<file path="src/rtl/lieat_dcache_axi_bridge.sv">
// -----------------------------------------------------------------------------
// lieat_dcache_axi_bridge
//
// Purpose: turns the D-cache's single-beat memory request/response into the
// AR/R/AW/W/B handshakes of the dcache_axi_* port of the AXI master arbiter.
// One transaction is in flight at a time. The request is registered, so no
// req_* input reaches an AXI output combinationally. Address, size, data and
// strobes pass through unchanged; lane alignment happens downstream.
//
// Ports:
//   clock, reset                 single clock, synchronous active-high reset
//   req_valid/ready/addr/wen/    request from the D-cache (wen: 1=write)
//   req_size/wdata/wstrb
//   rsp_valid/ready/rdata/err    response to the D-cache (rdata is 0 on writes)
//   dcache_axi_ar*/r*            AXI read address / read data channels
//   dcache_axi_aw*/w*/b*         AXI write address / write data / response
//
// Optional feature: define LIEAT_DCACHE_AXI_TIMEOUT_EN to bound every AXI wait
// to TIMEOUT_CYCLES cycles. An expired wait returns rsp_err=1, and the first
// late rvalid/bvalid is then swallowed in IDLE before new requests are taken.
// -----------------------------------------------------------------------------
module lieat_dcache_axi_bridge #(
    parameter int ADDR_W         = 32,
    parameter int DATA_W         = 64,
    parameter int TIMEOUT_CYCLES = 255
) (
    input  logic              clock,
    input  logic              reset,
    input  logic              req_valid,
    output logic              req_ready,
    input  logic [ADDR_W-1:0] req_addr,
    input  logic              req_wen,
    input  logic [2:0]        req_size,
    input  logic [DATA_W-1:0] req_wdata,
    input  logic [7:0]        req_wstrb,
    output logic              rsp_valid,
    input  logic              rsp_ready,
    output logic [DATA_W-1:0] rsp_rdata,
    output logic              rsp_err,
    output logic              dcache_axi_arvalid,
    input  logic              dcache_axi_arready,
    output logic [ADDR_W-1:0] dcache_axi_araddr,
    output logic [2:0]        dcache_axi_arsize,
    input  logic              dcache_axi_rvalid,
    output logic              dcache_axi_rready,
    input  logic [DATA_W-1:0] dcache_axi_rdata,
    output logic              dcache_axi_awvalid,
    input  logic              dcache_axi_awready,
    output logic [ADDR_W-1:0] dcache_axi_awaddr,
    output logic [2:0]        dcache_axi_awsize,
    output logic              dcache_axi_wvalid,
    input  logic              dcache_axi_wready,
    output logic [DATA_W-1:0] dcache_axi_wdata,
    output logic [7:0]        dcache_axi_wstrb,
    input  logic              dcache_axi_bvalid,
    output logic              dcache_axi_bready,
    input  logic [1:0]        dcache_axi_bresp
);

    typedef enum logic [2:0] {
        ST_IDLE = 3'd0,
        ST_AR   = 3'd1,
        ST_R    = 3'd2,
        ST_WR   = 3'd3,
        ST_B    = 3'd4,
        ST_RSP  = 3'd5
    } state_e;

    state_e            state_q;
    logic              req_ready_q;
    logic              arvalid_q;
    logic              rready_q;
    logic              awvalid_q;
    logic              wvalid_q;
    logic              bready_q;
    logic              aw_done_q;
    logic              w_done_q;
    logic              rsp_valid_q;
    logic              rsp_err_q;
    logic [DATA_W-1:0] rsp_rdata_q;
    logic [ADDR_W-1:0] addr_q;
    logic [2:0]        size_q;
    logic [DATA_W-1:0] wdata_q;
    logic [7:0]        wstrb_q;

    // Handshakes that move the FSM out of one of its waiting states.
    logic aw_fire_s, w_fire_s, aw_now_s, w_now_s;
    logic ar_fire_s, r_fire_s, wr_done_s, b_fire_s, leave_s;
    logic tmo_hit_s, drain_s;

    assign ar_fire_s = (state_q == ST_AR) && arvalid_q && dcache_axi_arready;
    assign r_fire_s  = (state_q == ST_R)  && rready_q  && dcache_axi_rvalid;
    assign aw_fire_s = awvalid_q && dcache_axi_awready;
    assign w_fire_s  = wvalid_q  && dcache_axi_wready;
    // A channel counts as done if it finished earlier or finishes this cycle.
    assign aw_now_s  = aw_done_q || aw_fire_s;
    assign w_now_s   = w_done_q  || w_fire_s;
    assign wr_done_s = (state_q == ST_WR) && aw_now_s && w_now_s;
    assign b_fire_s  = (state_q == ST_B)  && bready_q  && dcache_axi_bvalid;
    assign leave_s   = ar_fire_s || r_fire_s || wr_done_s || b_fire_s;

`ifdef LIEAT_DCACHE_AXI_TIMEOUT_EN
    localparam int CNT_W = ($clog2(TIMEOUT_CYCLES + 1) > 8) ? $clog2(TIMEOUT_CYCLES + 1) : 8;

    logic [CNT_W-1:0] tmo_cnt_q;
    logic             drain_q;
    logic             waiting_s;

    assign waiting_s = (state_q == ST_AR) || (state_q == ST_R) ||
                       (state_q == ST_WR) || (state_q == ST_B);
    // tmo_cnt_q holds the cycles already spent, so this is the last allowed one.
    assign tmo_hit_s = waiting_s && !leave_s && (tmo_cnt_q == CNT_W'(TIMEOUT_CYCLES - 1));
    assign drain_s   = drain_q;

    // Wait-cycle counter: zero outside waiting states and on every state change.
    always_ff @(posedge clock) begin
        if (reset || !waiting_s || leave_s) begin
            tmo_cnt_q <= '0;
        end else begin
            tmo_cnt_q <= tmo_cnt_q + CNT_W'(1);
        end
    end

    // Remembers that an abandoned AXI response may still arrive.
    always_ff @(posedge clock) begin
        if (reset) begin
            drain_q <= 1'b0;
        end else if (tmo_hit_s) begin
            drain_q <= 1'b1;
        end else if ((state_q == ST_IDLE) &&
                     ((rready_q && dcache_axi_rvalid) || (bready_q && dcache_axi_bvalid))) begin
            drain_q <= 1'b0;
        end else begin
            drain_q <= drain_q;
        end
    end
`else
    assign tmo_hit_s = 1'b0;
    assign drain_s   = 1'b0;

    // The limit only matters when the timeout is compiled in; referencing it
    // keeps the parameter list identical in both builds.
    if (TIMEOUT_CYCLES < 1) begin : g_tmo_unused
    end
`endif

    // Transaction FSM with all handshake and response outputs registered.
    always_ff @(posedge clock) begin
        if (reset) begin
            state_q     <= ST_IDLE;
            req_ready_q <= 1'b1;
            arvalid_q   <= 1'b0;
            rready_q    <= 1'b0;
            awvalid_q   <= 1'b0;
            wvalid_q    <= 1'b0;
            bready_q    <= 1'b0;
            aw_done_q   <= 1'b0;
            w_done_q    <= 1'b0;
            rsp_valid_q <= 1'b0;
            rsp_err_q   <= 1'b0;
            rsp_rdata_q <= '0;
            addr_q      <= '0;
            size_q      <= 3'd0;
            wdata_q     <= '0;
            wstrb_q     <= 8'd0;
        end else begin
            case (state_q)
                ST_IDLE: begin
                    if (drain_s) begin
                        // Swallow the late response, then reopen the request port.
                        if ((rready_q && dcache_axi_rvalid) || (bready_q && dcache_axi_bvalid)) begin
                            rready_q    <= 1'b0;
                            bready_q    <= 1'b0;
                            req_ready_q <= 1'b1;
                        end
                    end else if (req_valid && req_ready_q) begin
                        req_ready_q <= 1'b0;
                        addr_q      <= req_addr;
                        size_q      <= req_size;
                        wdata_q     <= req_wdata;
                        wstrb_q     <= req_wstrb;
                        if (req_wen) begin
                            state_q   <= ST_WR;
                            awvalid_q <= 1'b1;
                            wvalid_q  <= 1'b1;
                            aw_done_q <= 1'b0;
                            w_done_q  <= 1'b0;
                        end else begin
                            state_q   <= ST_AR;
                            arvalid_q <= 1'b1;
                        end
                    end
                end
                ST_AR: begin
                    if (ar_fire_s) begin
                        state_q   <= ST_R;
                        arvalid_q <= 1'b0;
                        rready_q  <= 1'b1;
                    end
                end
                ST_R: begin
                    if (r_fire_s) begin
                        state_q     <= ST_RSP;
                        rready_q    <= 1'b0;
                        rsp_valid_q <= 1'b1;
                        rsp_rdata_q <= dcache_axi_rdata;
                        rsp_err_q   <= 1'b0;
                    end
                end
                ST_WR: begin
                    if (aw_fire_s) begin
                        awvalid_q <= 1'b0;
                        aw_done_q <= 1'b1;
                    end
                    if (w_fire_s) begin
                        wvalid_q <= 1'b0;
                        w_done_q <= 1'b1;
                    end
                    if (wr_done_s) begin
                        state_q  <= ST_B;
                        bready_q <= 1'b1;
                    end
                end
                ST_B: begin
                    if (b_fire_s) begin
                        state_q     <= ST_RSP;
                        bready_q    <= 1'b0;
                        rsp_valid_q <= 1'b1;
                        rsp_rdata_q <= '0;
                        rsp_err_q   <= (dcache_axi_bresp != 2'b00);
                    end
                end
                ST_RSP: begin
                    if (rsp_ready) begin
                        state_q     <= ST_IDLE;
                        rsp_valid_q <= 1'b0;
                        // After a timeout, IDLE first drains the stray response.
                        req_ready_q <= !drain_s;
                        rready_q    <= drain_s;
                        bready_q    <= drain_s;
                    end
                end
                default: begin
                    state_q <= ST_IDLE;
                end
            endcase

            // Abandon the wait; the leave_s term in tmo_hit_s gives handshakes priority.
            if (tmo_hit_s) begin
                state_q     <= ST_RSP;
                arvalid_q   <= 1'b0;
                rready_q    <= 1'b0;
                awvalid_q   <= 1'b0;
                wvalid_q    <= 1'b0;
                bready_q    <= 1'b0;
                rsp_valid_q <= 1'b1;
                rsp_err_q   <= 1'b1;
                rsp_rdata_q <= '0;
            end
        end
    end

    assign req_ready          = req_ready_q;
    assign rsp_valid          = rsp_valid_q;
    assign rsp_rdata          = rsp_rdata_q;
    assign rsp_err            = rsp_err_q;
    assign dcache_axi_arvalid = arvalid_q;
    assign dcache_axi_araddr  = addr_q;
    assign dcache_axi_arsize  = size_q;
    assign dcache_axi_rready  = rready_q;
    assign dcache_axi_awvalid = awvalid_q;
    assign dcache_axi_awaddr  = addr_q;
    assign dcache_axi_awsize  = size_q;
    assign dcache_axi_wvalid  = wvalid_q;
    assign dcache_axi_wdata   = wdata_q;
    assign dcache_axi_wstrb   = wstrb_q;
    assign dcache_axi_bready  = bready_q;

endmodule

</file>
<file path="config.mk">
export PLATFORM = sky130hd
export DESIGN_NAME = lieat_dcache_axi_bridge
export DESIGN_NICKNAME = d
export VERILOG_FILES = /design/src/rtl/lieat_dcache_axi_bridge.sv
export SDC_FILE = /design/constraint.sdc
export NUM_CORES = 1
export LEC_CHECK = 0
export ABC_AREA = 1
export BUFFER_PORTS_ARGS = -buffer_cell sky130_fd_sc_hd__clkbuf_2
export CORE_AREA = 4 4 151 153
export CTS_CLUSTER_DIAMETER = 60
export DETAILED_ROUTE_END_ITERATION = 12
export DIE_AREA = 0 0 155 157
export RECOVER_POWER = 25
export SYNTH_ARGS = -nofsm -noshare
export SYNTH_HDL_FRONTEND = slang
export SYNTH_SLANG_ARGS = --single-unit
</file>
<file path="constraint.sdc">
create_clock -name clock -period 2.1 [get_ports clock]
set_input_delay 0.105 -clock clock [delete_from_list [all_inputs] [get_ports clock]]
set_output_delay 0.105 -clock clock [all_outputs]
set_load 0.01 [all_outputs]
</file>
==> results of run 1 <==
==> state kept, by name, indices dropped and copies added (netlist names) <==
name,cells
rsp_valid,1
rsp_rdata,64
req_ready,1
dcache_axi_arsize,3
w_done_q,1
rsp_err,1
dcache_axi_araddr,32
state_q,3
dcache_axi_wstrb,8
aw_done_q,1
dcache_axi_bready,1
dcache_axi_wvalid,1
dcache_axi_awvalid,1
dcache_axi_arvalid,1
dcache_axi_rready,1
dcache_axi_wdata,64
==> placed cells by master (no fill, tap or decap), types with 2 or more instances in the layout <==
cell,synthesis,layout
clkbuf_16,0,17
dfxtp_1,184,184
a21oi_2,10,10
o21ai_0,4,4
nand2_2,3,4
clkbuf_1,25,99
clkinv_4,0,3
nand3_2,10,11
nand2_1,310,309
clkbuf_2,0,296
inv_2,3,3
a21oi_1,176,176
bufinv_16,0,3
inv_1,20,20
nand3_1,69,68
nor2_1,9,9
buf_4,41,7
dlygate4sd3_1,0,175
buf_12,0,6
nor2_2,2,2
inv_6,0,3
==> final cells by class <==
type / count / area, µm²
clock inverter: 12 / 166.4
clock buffer: 18 / 439.2
sequential: 184 / 3684
fill: 2017 / 10320
inverter: 23 / 86.33
timing repair buffer: 584 / 3789
tap: 280 / 350.3
multi-input combinational: 597 / 2716
==> cell families (layout without fill, tap and decap cells) <==
logic type | count (synthesis) | count (layout)
AO/OA/AOI/OAI | 191 | 191
buffers and inverters | 120 | 637
flip-flops | 184 | 184
AND/OR/NAND/NOR | 406 | 406
==> synth_stat cells, drive strengths merged <==
master   number  area share
nand4         1     0.00088
clkbuf       25       0.013
o2111ai       1      0.0012
inv          23       0.012
buf          72       0.072
nor2         12      0.0094
dfxtp       184        0.52
o21ai         4      0.0028
nand2       314        0.17
nand3        79       0.063
a21oi       186        0.14
==> worst max-delay path by stage <==
stage,to,slack [ps]
after global routing,rsp_rdata[35],150
after floorplan,rsp_rdata[0],750
after detailed placement,rsp_rdata[57],340
after CTS,rsp_rdata[57],330
after global placement,rsp_rdata[58],440
final,rsp_rdata[35],320
==> through the flow <==
step / instances / area (µm²) / power [W] / hold slack, ps
final: 1698 / 11230 / 0.01323 / 33.01
after global placement: 1493 / 8997 / 0.009767 / 337.5
after floorplan: 901 / 7086 / 0.008157 / 247.7
after detailed placement: 1493 / 8997 / 0.009814 / 342.6
after global routing: 1698 / 11230 / 0.01412 / 51.63
after CTS: 1698 / 11350 / 0.01346 / 15.66
==> worst reg2reg max path, cell delays in order, from the launching register on <==
cell     delay (ps)
dfxtp_1         470
nor2_2           90
nand3_1         110
nand2_1         190
nor2_8          330
buf_12          230
nand3_1         120
a21oi_1         160
==> metal layers <==
layer | vias to the layer above | routed length, µm | track usage
met5 | - | 0 | 0
met4 | 0 | 769 | 0.08032
met3 | 57 | 1807 | 0.04812
met2 | 335 | 12840 | 0.3531
met1 | 3543 | 9858 | 0.2193
li1 | 3905 | - | -
==> where the power goes <==
part	total, W	internal [W]	switching (W)
clock network	0.00333	0.00192	0.00142
logic	0.00503	0.00185	0.00318
registers	0.00486	0.00434	0.000525
==> report_table.html, run 1 <==
<table>
<tr><th>Metric</th><th>Value</th></tr>
<tr><th colspan="2">Detailed routing</th></tr>
<tr><td>Number of DRC markers in iteration 0</td><td>442</td></tr>
<tr><td>Post-route antenna net violation count</td><td>0</td></tr>
<tr><td>DRT Wirelength</td><td>25270 µm</td></tr>
<tr><td>Post-detailed-route DRC marker count</td><td>0</td></tr>
<tr><td>Count of vias placed by the detailed router</td><td>7840</td></tr>
<tr><td>Routed length per placed instance</td><td>14.88 µm</td></tr>
<tr><td>Number of detailed-route iterations in the first pass</td><td>5</td></tr>
<tr><td>Routed vias/inst</td><td>4.617</td></tr>
<tr><th colspan="2">Flow run</th></tr>
<tr><td>Max-Cap Viols</td><td>0</td></tr>
<tr><th colspan="2">Critical path</th></tr>
<tr><td>Number of buffers and inverters on the critical path</td><td>1</td></tr>
<tr><td>Flop2flop setup slack</td><td>320 ps</td></tr>
<tr><td>Required time of the worst setup path</td><td>2450 ps</td></tr>
<tr><td>Most common cell on crit path</td><td>nand3_1</td></tr>
<tr><td>Reg2reg path depth</td><td>7</td></tr>
<tr><td>Kind of critical path</td><td>register to register</td></tr>
<tr><td>Crit-path slowest cell</td><td>dfxtp_1</td></tr>
<tr><td>Crit. Startpoint</td><td>state_q[2]</td></tr>
<tr><td>Worst reg2reg startpoint</td><td>state_q[2]</td></tr>
<tr><td>Max FO, Critical Path</td><td>28</td></tr>
<tr><td>Reg-to-reg endpoint</td><td>rsp_rdata[35]</td></tr>
<tr><td>Kind of start point of the critical path</td><td>register</td></tr>
<tr><td>Critical Path AT</td><td>2130 ps</td></tr>
<tr><td>CP top delay family</td><td>simple AND/OR/NAND/NOR gates</td></tr>
<tr><td>Slowest Stage Delay on Critical Path</td><td>470 ps</td></tr>
<tr><td>Number of cells on the critical path</td><td>7</td></tr>
<tr><td>Kind of end point of the critical path</td><td>register</td></tr>
<tr><td>Critical-path cell list</td><td>nor2_2 &gt; nand3_1 &gt; nand2_1 &gt; nor2_8 &gt; buf_12 &gt; nand3_1 &gt; a21oi_1</td></tr>
<tr><th colspan="2">STA</th></tr>
<tr><td>Final Hold Viols</td><td>0</td></tr>
<tr><td>FMAX</td><td>561.1 MHz</td></tr>
<tr><td>Worst Skew</td><td>12.58 ps</td></tr>
<tr><td>Transition time at the pin with the least slew margin</td><td>732.0 ps</td></tr>
<tr><td>Minimum period implied by the final worst setup slack</td><td>1782 ps</td></tr>
<tr><td>RSZ-0062 raised after global routing</td><td>no</td></tr>
<tr><td>Period utilisation layout</td><td>0.8486</td></tr>
<tr><td>Total negative slack</td><td>0 ps</td></tr>
<tr><td>Endpoints failing setup</td><td>0</td></tr>
<tr><td>Minimum setup slack in the final design</td><td>317.9 ps</td></tr>
<tr><td>Rel. slew slack</td><td>0.5120</td></tr>
<tr><td>Max-slew violations</td><td>0</td></tr>
<tr><th colspan="2">Synthesis</th></tr>
<tr><td>Count of state elements after synthesis</td><td>184</td></tr>
<tr><td>Post-synth design cell area</td><td>7086 µm²</td></tr>
<tr><td>Nets in the synthesized netlist</td><td>1084</td></tr>
<tr><td>Synthesis warning total</td><td>0</td></tr>
<tr><td>Adder and majority gate portion of the synthesized area</td><td>0</td></tr>
<tr><td>Cells after synthesis</td><td>901</td></tr>
<tr><td>Synth Area in Compound Gates</td><td>0.1407</td></tr>
<tr><td>Dominant combinational cell family by area after synthesis</td><td>simple AND/OR/NAND/NOR gates</td></tr>
<tr><td>Sequential area share after synthesis</td><td>0.5199</td></tr>
<tr><td>Number of distinct library cell variants in the gate-level netlist after synthesis</td><td>20</td></tr>
<tr><td>Post-synthesis share of cell area spent on xor and xnor gates</td><td>0</td></tr>
<tr><td>Basic-gate share of the synthesized area counting and, or, nand and nor cells</td><td>0.2416</td></tr>
<tr><td>Post-synthesis average cell area</td><td>7.864 µm²</td></tr>
<tr><td>Share of cell area taken by muxes after synthesis</td><td>0</td></tr>
<tr><th colspan="2">Place</th></tr>
<tr><td>Port bufs</td><td>396</td></tr>
<tr><td>Post-Place Worst Slack</td><td>344.4 ps</td></tr>
<tr><td>DP Wirelength</td><td>16520 µm</td></tr>
<tr><td>Final weighted congestion of routability-driven global placement</td><td>0.8524</td></tr>
<tr><th colspan="2">Worst hold path</th></tr>
<tr><td>Hold worst-path end</td><td>rsp_err</td></tr>
<tr><td>Worst Hold Class</td><td>input pin to register</td></tr>
<tr><td>Worst hold path startpoint</td><td>dcache_axi_bresp[0]</td></tr>
<tr><td>Hold-critical path depth</td><td>3</td></tr>
<tr><th colspan="2">Global route</th></tr>
<tr><td>Antenna violations before repair</td><td>0</td></tr>
<tr><td>Pin count of the biggest net entering global routing</td><td>109</td></tr>
<tr><td>Vias in the first global route</td><td>7673</td></tr>
<tr><td>Wire length of the first global-routing pass</td><td>38700 µm</td></tr>
<tr><td>Overflow after GRT</td><td>0</td></tr>
<tr><td>Global-route usage over all layers</td><td>0.1950</td></tr>
<tr><th colspan="2">Layout</th></tr>
<tr><td>Count of antenna diodes in the layout</td><td>0</td></tr>
<tr><td>Final-stage net count</td><td>1590</td></tr>
<tr><td>Fraction of final layout cells sized beyond drive strength 1</td><td>0.2623</td></tr>
<tr><td>Core Util, Final</td><td>0.5211</td></tr>
<tr><td>Area growth from synthesis to layout</td><td>58.50%</td></tr>
<tr><th colspan="2">Clock tree</th></tr>
<tr><td>CTS resizes</td><td>0</td></tr>
<tr><td>Clock transition at the register clock pins on the worst setup and hold paths after CTS</td><td>70 ps</td></tr>
<tr><td>Htree depth</td><td>4</td></tr>
<tr><td>Buffer type at the clock tree root</td><td>clkbuf_16</td></tr>
<tr><td>Clock buffers created by TritonCTS</td><td>17</td></tr>
<tr><td>Clock latency of the later-clocked register in the worst-skew pair</td><td>420 ps</td></tr>
<tr><td>Clock Sinks</td><td>184</td></tr>
<tr><td>Setup fix buffers added after clock tree synthesis</td><td>0</td></tr>
<tr><td>Hold buffers post-CTS</td><td>175</td></tr>
<tr><td>Clock tree buffer depth</td><td>2</td></tr>
<tr><td>CTS tree</td><td>built</td></tr>
<tr><th colspan="2">Floorplan</th></tr>
<tr><td>Effective utilization at floorplan</td><td>0.3287</td></tr>
<tr><td>Full die area</td><td>24340 µm²</td></tr>
<tr><td>Die Y</td><td>157 µm</td></tr>
<tr><td>Horizontal die dimension</td><td>155 µm</td></tr>
<tr><td>Core box area</td><td>21550 µm²</td></tr>
<tr><td>I/O pins</td><td>397</td></tr>
<tr><td>Number of placement rows</td><td>54</td></tr>
<tr><th colspan="2">Power and ir drop</th></tr>
<tr><td>Leak</td><td>4.854 nW</td></tr>
<tr><td>Maximum vdd drop</td><td>521.0 µV</td></tr>
<tr><td>Power density of the placed cells</td><td>1178 nW/µm²</td></tr>
<tr><th colspan="2">Run status</th></tr>
<tr><td>Status</td><td>completed</td></tr>
</table>
Note: power is estimated with default switching activity, not from simulation.
==> run 2: changes to the inputs <==
Settings changed: ABC_AREA 1 to 0, CORE_AREA 4 4 151 153 to 4 4 153 155, DIE_AREA 0 0 155 157 to 0 0 157 159.
Clock period 2.1 ns to 1.44 ns, I/O delays scaled along.
==> report_table.html, run 2 <==
<table>
<tr><th>Metric</th><th>Value</th></tr>
<tr><th colspan="2">Run status</th></tr>
<tr><td>Status</td><td>finished, violations left</td></tr>
<tr><td>Failing checks</td><td>setup timing</td></tr>
<tr><th colspan="2">Global route</th></tr>
<tr><td>Global-route usage over all layers</td><td>0.2200 (+0.02501)</td></tr>
<tr><td>Vias in the first global route</td><td>8441 (+10%)</td></tr>
<tr><td>Wire length of the first global-routing pass</td><td>44650 µm (+15%)</td></tr>
<tr><td>Overflow after GRT</td><td>0 (unchanged)</td></tr>
<tr><td>Pin count of the biggest net entering global routing</td><td>117 (+7.3%)</td></tr>
<tr><td>Antenna violations before repair</td><td>1 (+1)</td></tr>
<tr><th colspan="2">Synthesis</th></tr>
<tr><td>Leading cell types by total area after synthesis</td><td>dfxtp_1 (50%), a21oi_1 (12%), nand2_1 (11%)</td></tr>
<tr><td>Library cell with the highest instance count after synthesis</td><td>nand2_1</td></tr>
<tr><td>Cells after synthesis</td><td>886 (-1.7%)</td></tr>
<tr><td>Count of state elements after synthesis</td><td>184 (unchanged)</td></tr>
<tr><td>Fraction of synthesized cell area taken by the top area cell type</td><td>0.5022 (-0.01765)</td></tr>
<tr><td>Number of enable-type register cells in the synthesized netlist</td><td>0 (unchanged)</td></tr>
<tr><td>Ys async rst share</td><td>0 (unchanged)</td></tr>
<tr><td>Synth area leader</td><td>dfxtp_1</td></tr>
<tr><td>Number of distinct library cell variants in the gate-level netlist after synthesis</td><td>38 (+90%)</td></tr>
<tr><td>Sequential area share after synthesis</td><td>0.5022 (-0.01765)</td></tr>
<tr><td>Main synth FF type</td><td>dfxtp_1</td></tr>
<tr><td>Post-synth design cell area</td><td>7335 µm² (+3.5%)</td></tr>
<tr><td>Most numerous cell types in the synthesized netlist</td><td>nand2_1 (218), dfxtp_1 (184), a21oi_1 (181)</td></tr>
<tr><td>Post-synthesis average cell area</td><td>8.278 µm² (+5.3%)</td></tr>
<tr><td>Synthesis warning total</td><td>0 (unchanged)</td></tr>
<tr><td>Nets in the synthesized netlist</td><td>1069 (-1.4%)</td></tr>
<tr><th colspan="2">Clock tree</th></tr>
<tr><td>Clock transition at the register clock pins on the worst setup and hold paths after CTS</td><td>70 ps (about the same)</td></tr>
<tr><td>Clock Sinks</td><td>184 (unchanged)</td></tr>
<tr><td>Clock tree buffer depth</td><td>2 (unchanged)</td></tr>
<tr><td>Clock buffers created by TritonCTS</td><td>17 (unchanged)</td></tr>
<tr><td>Clock latency of the later-clocked register in the worst-skew pair</td><td>420 ps (about the same)</td></tr>
<tr><td>Htree depth</td><td>4 (unchanged)</td></tr>
<tr><td>Buffer type at the clock tree root</td><td>clkbuf_16</td></tr>
<tr><td>CTS tree</td><td>built</td></tr>
<tr><th colspan="2">Layout</th></tr>
<tr><td>Final-stage net count</td><td>1614 (+1.5%)</td></tr>
<tr><td>Filler Cells Inserted</td><td>1934 (-4.1%)</td></tr>
<tr><td>Count of non-filler cells in the finished layout</td><td>1724 (+1.5%)</td></tr>
<tr><td>Fraction of final layout cells sized beyond drive strength 1</td><td>0.3347 (+0.07238)</td></tr>
<tr><td>Most frequent standard cell in the layout excluding fill and tap cells</td><td>clkbuf_2</td></tr>
<tr><td>Highest-count cells in the layout ignoring fill and taps</td><td>clkbuf_2 (342), nand2_1 (218), dfxtp_1 (181)</td></tr>
<tr><td>Post-route cell area</td><td>12520 µm² (+11%)</td></tr>
<tr><td>Area growth from synthesis to layout</td><td>70.64%</td></tr>
<tr><th colspan="2">Detailed routing</th></tr>
<tr><td>Post-route antenna net violation count</td><td>0 (unchanged)</td></tr>
<tr><td>Count of vias placed by the detailed router</td><td>8536 (+8.9%)</td></tr>
<tr><td>Routed vias/inst</td><td>4.951 (+7.2%)</td></tr>
<tr><td>Post-detailed-route DRC marker count</td><td>0 (unchanged)</td></tr>
<tr><td>Number of DRC markers in iteration 0</td><td>618 (+40%)</td></tr>
<tr><td>Number of detailed-route iterations in the first pass</td><td>5 (unchanged)</td></tr>
<tr><td>Routed length per placed instance</td><td>17.26 µm (+16%)</td></tr>
<tr><td>DRT Wirelength</td><td>29760 µm (+18%)</td></tr>
<tr><th colspan="2">Floorplan</th></tr>
<tr><td>Core box area</td><td>21820 µm² (+1.3%)</td></tr>
<tr><td>Horizontal die dimension</td><td>157 µm (+1.3%)</td></tr>
<tr><td>Full die area</td><td>24960 µm² (+2.6%)</td></tr>
<tr><td>Effective utilization at floorplan</td><td>0.3361 (+0.007338)</td></tr>
<tr><td>Number of placement rows</td><td>54 (unchanged)</td></tr>
<tr><td>I/O pins</td><td>397 (unchanged)</td></tr>
<tr><td>Die Y</td><td>159 µm (+1.3%)</td></tr>
<tr><th colspan="2">Critical path</th></tr>
<tr><td>Kind of start point of the critical path</td><td>register</td></tr>
<tr><td>Slowest Stage Delay on Critical Path</td><td>360 ps (-110 ps)</td></tr>
<tr><td>Kind of critical path</td><td>register to register</td></tr>
<tr><td>Max FO, Critical Path</td><td>10 (-64%)</td></tr>
<tr><td>Critical-path cell list</td><td>buf_6 &gt; and4b_2 &gt; a2bb2oi_4 &gt; buf_12 &gt; buf_6 &gt; nand4b_1 &gt; a21oi_1</td></tr>
<tr><td>Required time of the worst setup path</td><td>1800 ps (-650 ps)</td></tr>
<tr><td>Critical Path AT</td><td>2080 ps (-50 ps)</td></tr>
<tr><td>Kind of end point of the critical path</td><td>register</td></tr>
<tr><td>Most common cell on crit path</td><td>buf_6</td></tr>
<tr><td>Crit-path slowest cell</td><td>dfxtp_4</td></tr>
<tr><th colspan="2">Place</th></tr>
<tr><td>Number of placed cells counting well taps</td><td>1487 (-0.40%)</td></tr>
<tr><td>Post-Place Worst Slack</td><td>-231.3 ps (-575.7 ps)</td></tr>
<tr><td>Port bufs</td><td>396 (unchanged)</td></tr>
<tr><td>Final weighted congestion of routability-driven global placement</td><td>0.7960 (-6.6%)</td></tr>
<tr><td>DP Wirelength</td><td>17770 µm (+7.6%)</td></tr>
<tr><td>Area of placed instances</td><td>9519 µm² (+5.8%)</td></tr>
<tr><th colspan="2">STA</th></tr>
<tr><td>Transition time at the pin with the least slew margin</td><td>720.8 ps (-11.19 ps)</td></tr>
<tr><td>Max-slew violations</td><td>0 (unchanged)</td></tr>
<tr><td>Period utilisation layout</td><td>1.200 (+0.3514)</td></tr>
<tr><td>Rel. slew slack</td><td>0.5195 (+0.007464)</td></tr>
<tr><td>Endpoints failing setup</td><td>180 (+180)</td></tr>
<tr><td>Minimum setup slack in the final design</td><td>-288.1 ps (-605.9 ps)</td></tr>
<tr><td>Worst Skew</td><td>7.449 ps (-5.131 ps)</td></tr>
<tr><td>FMAX</td><td>578.7 MHz (+3.1%)</td></tr>
<tr><td>Minimum period implied by the final worst setup slack</td><td>1728 ps (-54.05 ps)</td></tr>
<tr><td>RSZ-0062 raised after global routing</td><td>yes</td></tr>
<tr><td>Final Hold Viols</td><td>0 (unchanged)</td></tr>
<tr><td>Worst hold slack</td><td>51.10 ps (+18.09 ps)</td></tr>
<tr><th colspan="2">Power and ir drop</th></tr>
<tr><td>Leak</td><td>5.337 nW (+10%)</td></tr>
<tr><td>Overall power after layout</td><td>0.02085 W (+58%)</td></tr>
<tr><td>Maximum vdd drop</td><td>966.5 µV (+86%)</td></tr>
<tr><td>Power density of the placed cells</td><td>1666 nW/µm² (+41%)</td></tr>
<tr><th colspan="2">Worst hold path</th></tr>
<tr><td>Worst Hold Class</td><td>input pin to register</td></tr>
<tr><th colspan="2">Flow run</th></tr>
<tr><td>Max-Cap Viols</td><td>0 (unchanged)</td></tr>
</table>
[run 2: final timing paths]
check,to,slack [ps],from,depth (start not counted)
min,dcache_axi_wdata[7],50,reset,2
max,rsp_rdata[50],-290,state_q[1],7
max reg2reg,rsp_rdata[50],-290,state_q[1],7
min reg2reg,dcache_axi_wdata[53],450,dcache_axi_wdata[53],2
[run 2: final cells by class]
class | instances | area (µm²) | share of cell area
diodes | 1 | 2.502 | 0.0001999
clock buffers | 17 | 425.4 | 0.03399
clock inverters | 14 | 157.7 | 0.01260
inverters | 3 | 11.26 | 0.0008997
multi-input cells | 581 | 3162 | 0.2526
flip-flops and latches | 184 | 3695 | 0.2952
well taps | 280 | 350.3 | 0.02799
repair buffers | 644 | 4712 | 0.3765
[run 2: logic make-up (layout without fill, tap and decap cells)]
family,after synthesis,after routing,synth area share
DFF,184,184,0.5022
buffers and inverters,121,678,0.09058
muxes,1,1,0.001365
and+or+nand+nor,311,311,0.2127
other,0,1,0
AOI/OAI and AO/OA,269,269,0.1931
[run 2: report_power, final]
group | switching, W | internal (W) | leakage (nW)
Combinational | 0.00501 | 0.00441 | 3.55
Sequential | 0.000620 | 0.00608 | 1.50
Clock | 0.00227 | 0.00247 | 0.289
Total | 0.00790 | 0.0129 | 5.34
[run 2: per-stage QoR]
stage	setup TNS, ps	utilization
floorplan	-1093	-
global placement	-21850	0.4362
detailed placement	-22820	0.4362
CTS	-20180	0.5658
global route	-43510	0.5735
finish	-25610	0.5735
[run 2: per-layer routing]
layer	global-route usage	wire, µm	up-vias
li1	-	-	4112
met1	0.2637	11970	3980
met2	0.3757	14710	360
met3	0.04566	1889	84
met4	0.1002	1197	0
met5	0	0	-
[run 2: worst max-delay path, delay by kind of cell (launching register included)]
family | cells | cell delay (ps)
flops | 1 | 360
compound gates | 2 | 380
simple gates | 2 | 470
buf+inv | 3 | 450
[run 2: timing repair]
item,CTS,global route
resized for setup,53,27
endpoints found under the hold margin,177,0
pin swaps,20,39
setup endpoints to repair,183,184
cloned,7,6
hold buffers,177,0
buffers inserted,14,2
